[config.mk]
export PLATFORM = sky130hd
export DESIGN_NAME = datapath
export DESIGN_NICKNAME = d
export VERILOG_FILES = /design/src/rtl/datapath.sv
export SDC_FILE = /design/constraint.sdc
export NUM_CORES = 1
export LEC_CHECK = 0
export CAP_MARGIN = 30
export CORE_ASPECT_RATIO = 0.7
export CORE_MARGIN = 2
export CORE_UTILIZATION = 51
export DETAILED_ROUTE_END_ITERATION = 8
export PLACE_DENSITY = 0.8
export SLEW_MARGIN = 10
export SYNTH_ARGS = -nofsm -noshare
export SYNTH_HDL_FRONTEND = slang
export SYNTH_SLANG_ARGS = --single-unit
[constraint.sdc]
create_clock -name CLK -period 1.7 [get_ports CLK]
set_input_delay 0.425 -clock CLK [delete_from_list [all_inputs] [get_ports CLK]]
set_output_delay 0.425 -clock CLK [all_outputs]
set_load 0.03 [all_outputs]
[src/rtl/datapath.sv]
// Program-counter datapath with two-level prioritised interrupt handling.
// PC counts up each cycle unless overwritten by a host write, an interrupt
// entry (vectoring to 0x0020 / 0x0010) or an interrupt return (restoring EPC).
// Interrupt requests are rising-edge detected into pending bits that remain
// latched until serviced; no nesting is allowed while in service.
module datapath (
    input  logic        CLK,
    input  logic        Reset,
    input  logic        intWrite,
    input  logic [15:0] intDataIn,
    input  logic        int1,
    input  logic        int0,
    input  logic        intLvl1,
    input  logic        intLvl0,
    output logic        intr,
    output logic [15:0] intDataOut
);

    localparam logic [15:0] VEC_INT1 = 16'h0020;
    localparam logic [15:0] VEC_INT0 = 16'h0010;

    logic [15:0] pc;
    logic [15:0] epc;
    logic        p1;
    logic        p0;
    logic        s;
    logic        prev1;
    logic        prev0;

    logic [1:0]  lvl;
    logic        rise1;
    logic        rise0;
    logic        en1;
    logic        en0;
    logic        take1;
    logic        take0;

    // Edge detection, mask evaluation and interrupt-take arbitration.
    always_comb begin
        lvl   = {intLvl1, intLvl0};
        rise1 = int1 & ~prev1;
        rise0 = int0 & ~prev0;
        // A source is enabled only when its priority exceeds the mask level.
        en1   = (lvl <= 2'd1);
        en0   = (lvl == 2'd0);
        // A write (either return or PC load) pre-empts any take; in service blocks nesting.
        take1 = ~intWrite & ~s & p1 & en1;
        take0 = ~intWrite & ~s & p0 & en0 & ~take1;
    end

    // State update: pending latches, PC/EPC/in-service sequencing.
    always_ff @(posedge CLK or negedge Reset) begin
        if (!Reset) begin
            pc    <= '0;
            epc   <= '0;
            p1    <= 1'b0;
            p0    <= 1'b0;
            s     <= 1'b0;
            prev1 <= 1'b0;
            prev0 <= 1'b0;
        end else begin
            prev1 <= int1;
            prev0 <= int0;
            // A fresh rising edge wins over the clear caused by servicing.
            p1    <= rise1 | (p1 & ~take1);
            p0    <= rise0 | (p0 & ~take0);

            if (intWrite) begin
                if (s) begin
                    pc <= epc;
                    s  <= 1'b0;
                end else begin
                    pc <= intDataIn;
                end
            end else if (take1 || take0) begin
                epc <= pc;
                pc  <= take1 ? VEC_INT1 : VEC_INT0;
                s   <= 1'b1;
            end else begin
                pc <= pc + 16'd1;
            end
        end
    end

    assign intr       = s;
    assign intDataOut = pc;

endmodule

==> impl_metrics.tcl <==
set metrics [dict create \
    min_period_ns 1.69 \
    grt_pass1_wl_mm 8.11 \
    final_nets 242 \
    start_util 0.543 \
    grt_max_degree 38 \
    postSynthCellCount 153 \
    antenna_left 0 \
    yosysMostFrequentCell "dfrtp_1" \
    max_freq_mhz 593 \
    worstSetupEndpointType "register" \
    drt_pass1_iterations 4 \
    yosys_warnings 0 \
    ys_seq_area_frac 0.476 \
    portBuffers 39 \
    yosysTopAreaCellShare 0.476 \
    avgViaCountPerCell 5.79 \
    antenna_found_initial 0 \
    status "complete, no violations" \
    crit_arrival_ns 1.87 \
    tns_ns 0 \
    clock_sinks 37 \
    synth-edff-count 0 \
    fin_hold_ws_ns 0.405 \
    rows 18 \
    cts_buffers 5 \
    syn_nets 177 \
    hold_path_class "reg2reg" \
    drive_gt1_frac 0.342 \
    drv_cap 0 \
    fin_area_sq_mm 0.00270 \
    die_w_um 77.8 \
    ctsHoldBuffers 0 \
    setup_viol 0 \
    worstPathRequired_ns 1.88 \
    cts_root_buf "clkbuf_8" \
    place_area_sq_mm 0.00256 \
    power_density_mw_per_mm2 1020 \
    syn_area_per_cell_sq_um 12.7 \
    synth_common_cells "dfrtp_1, mux2_4, mux2_2, a22o_1" \
    path_clk_slew_ns 0.07 \
    async_flop_share 1.00 \
    grt_pass1_vias 1559 \
    htreeDepth 2 \
    crit_type "reg2reg" \
    n_antenna_cell 0 \
    pin_count 40 \
    die_area_sq_mm 0.00433 \
    synthesis.area_sq_mm 0.00194 \
    dr_total_vias 1557 \
    cts_max_path_buffers 2 \
    irDropWorstVdd_v 0.000648 \
    cp_max_fo 8 \
    synth_area_leaders "dfrtp_1, mux2_4, mux2_2" \
    synth_area_leader_cell "dfrtp_1" \
    period_share 0.992 \
    relSlewSlack 0.701 \
    ys.flop_type "dfrtp_1" \
    skew_ns 0.00821 \
    cp-start-kind "register" \
    gp_congestion 0.844 \
    p_total_mw 2.76 \
    hold_violations 0 \
    drtIter0Drc 112 \
    synth_cell_types 32 \
    drc 0 \
    p_leak_nw 1.27 \
    dp_cells 257 \
    clock_latency_ns 0.30 \
    core_area_sq_mm 0.00358 \
    worst_pin_slew_ns 0.446 \
    area_growth_pct 39.1 \
    gr-total-overflow 0 \
    wl_mm 5.03 \
    ys_ff_latch 37 \
    drt-wirelength-per-cell_um 18.7 \
    fp.dieH_um 55.7 \
    maxSlewViolCount 0 \
    groute.usage.overall 0.245 \
    detailedPlacementHpwl_mm 3.25 \
    layout.cells.non_filler 269 \
    cts_tree "built" \
]
## report_power, final
group	switching [mW]	leakage (nW)	internal [mW]
Combinational	0.419	0.772	0.513
Sequential	0.161	0.455	1.07
Clock	0.313	0.0450	0.284
## cell families (layout without fill, tap and decap cells)
family	count (synthesis)	count (layout)	synth area share
DFF	37	37	0.476
and+or+nand+nor	35	35	0.107
muxes	32	32	0.216
AOI/OAI and AO/OA	24	24	0.104
xor gates and xnor gates	13	13	0.0586
buffers and inverters	11	77	0.0309
adders and majority gates	1	1	0.00643
## worst max-delay path, cell delays in order, from the launching register on
cell and delay (ns):
dfrtp_1 0.53, and4_4 0.34, nand2_4 0.07, o311a_1 0.35
a221o_1 0.27
## path summary, 6_finish.rpt
kind                               startpoint        endpoint  slack, ns  depth (start not counted)
worst max-delay path            intDataOut[2]  intDataOut[12]       0.01                          4
worst min-delay path                    prev1              p1       0.40                          1
worst max register to register  intDataOut[2]  intDataOut[12]       0.01                          4
worst min register to register          prev1              p1       0.40                          1
max in group asynchronous               Reset   intDataOut[0]       1.01                          2
min in group asynchronous               Reset          epc[1]       0.49                          2
## final cells by class
class,instances,area [sq um]
Multi-Input combinational cell,105,985
Sequential cell,37,927
Fill cell,227,877
Timing Repair Buffer,65,632
Clock buffer,6,72.6
Tap cell,50,62.6
Inverter,4,15.0
Clock inverter,2,10.0
## per-layer routing
metal,up-vias,share of wire,global-route usage
met5,-,0,0
met4,0,0.019,0.0791
met3,14,0.073,0.0828
met2,68,0.46,0.366
met1,776,0.44,0.336
li1,699,-,-
## cells in the final DEF (no fill, tap or decap)
cell             netlist  final
a21oi_1                1      1
o21ai_1                4      4
clkbuf_2               0      1
and2_1                 1      1
clkinv_2               0      2
mux2_1                 2      2
mux2_4                16     16
inv_1                  4      4
o31ai_1                2      1
and4_1                 1      1
nand2_1                8      8
buf_4                  0     22
o21bai_1               1      1
nor4b_1                2      2
xor2_1                 5      5
nor2_1                 1      1
o31ai_2                0      1
dlygate4sd2_1          0     17
o311a_1                1      1
nor4_2                 0      3
a22o_1                11     11
mux2_2                14     14
dfrtp_1               37     36
nand3_1                6      6
a221o_1                3      3
buf_12                 0      4
bufbuf_16              0      1
nor3_1                 2      2
nand4_1                6      6
dfrtp_2                0      1
clkbuf_8               0      5
and4_4                 1      1
nor2b_1                2      2
o21bai_4               1      1
clkbuf_1               2      1
or3_4                  1      1
nand2_4                1      1
xnor2_1                8      8
ha_2                   0      1
clkdlybuf4s50_1        0     20
## state kept, by name, indices dropped and copies added, names as in the netlist
register and count:
intDataOut 16, prev1 1, intr 1, p0 1, prev0 1, epc 16
p1 1
## metrics by stage
step | utilization | worst slack (ns)
6_report | 0.755 | 0.0136
4_1_cts | 0.745 | 0.0136
2_1_floorplan | - | 0.0189
3_3_place_gp | 0.714 | -0.327
5_1_grt | 0.755 | -0.0477
3_5_place_dp | 0.714 | -0.359
## what timing repair did
item | in CTS | in global routing
resized for setup | 18 | 6
buffers inserted | 1 | 2
gates cloned | 1 | 0
setup endpoints to repair | 43 | 8
pin swaps | 2 | 3
(Power assumes the default switching activity.)
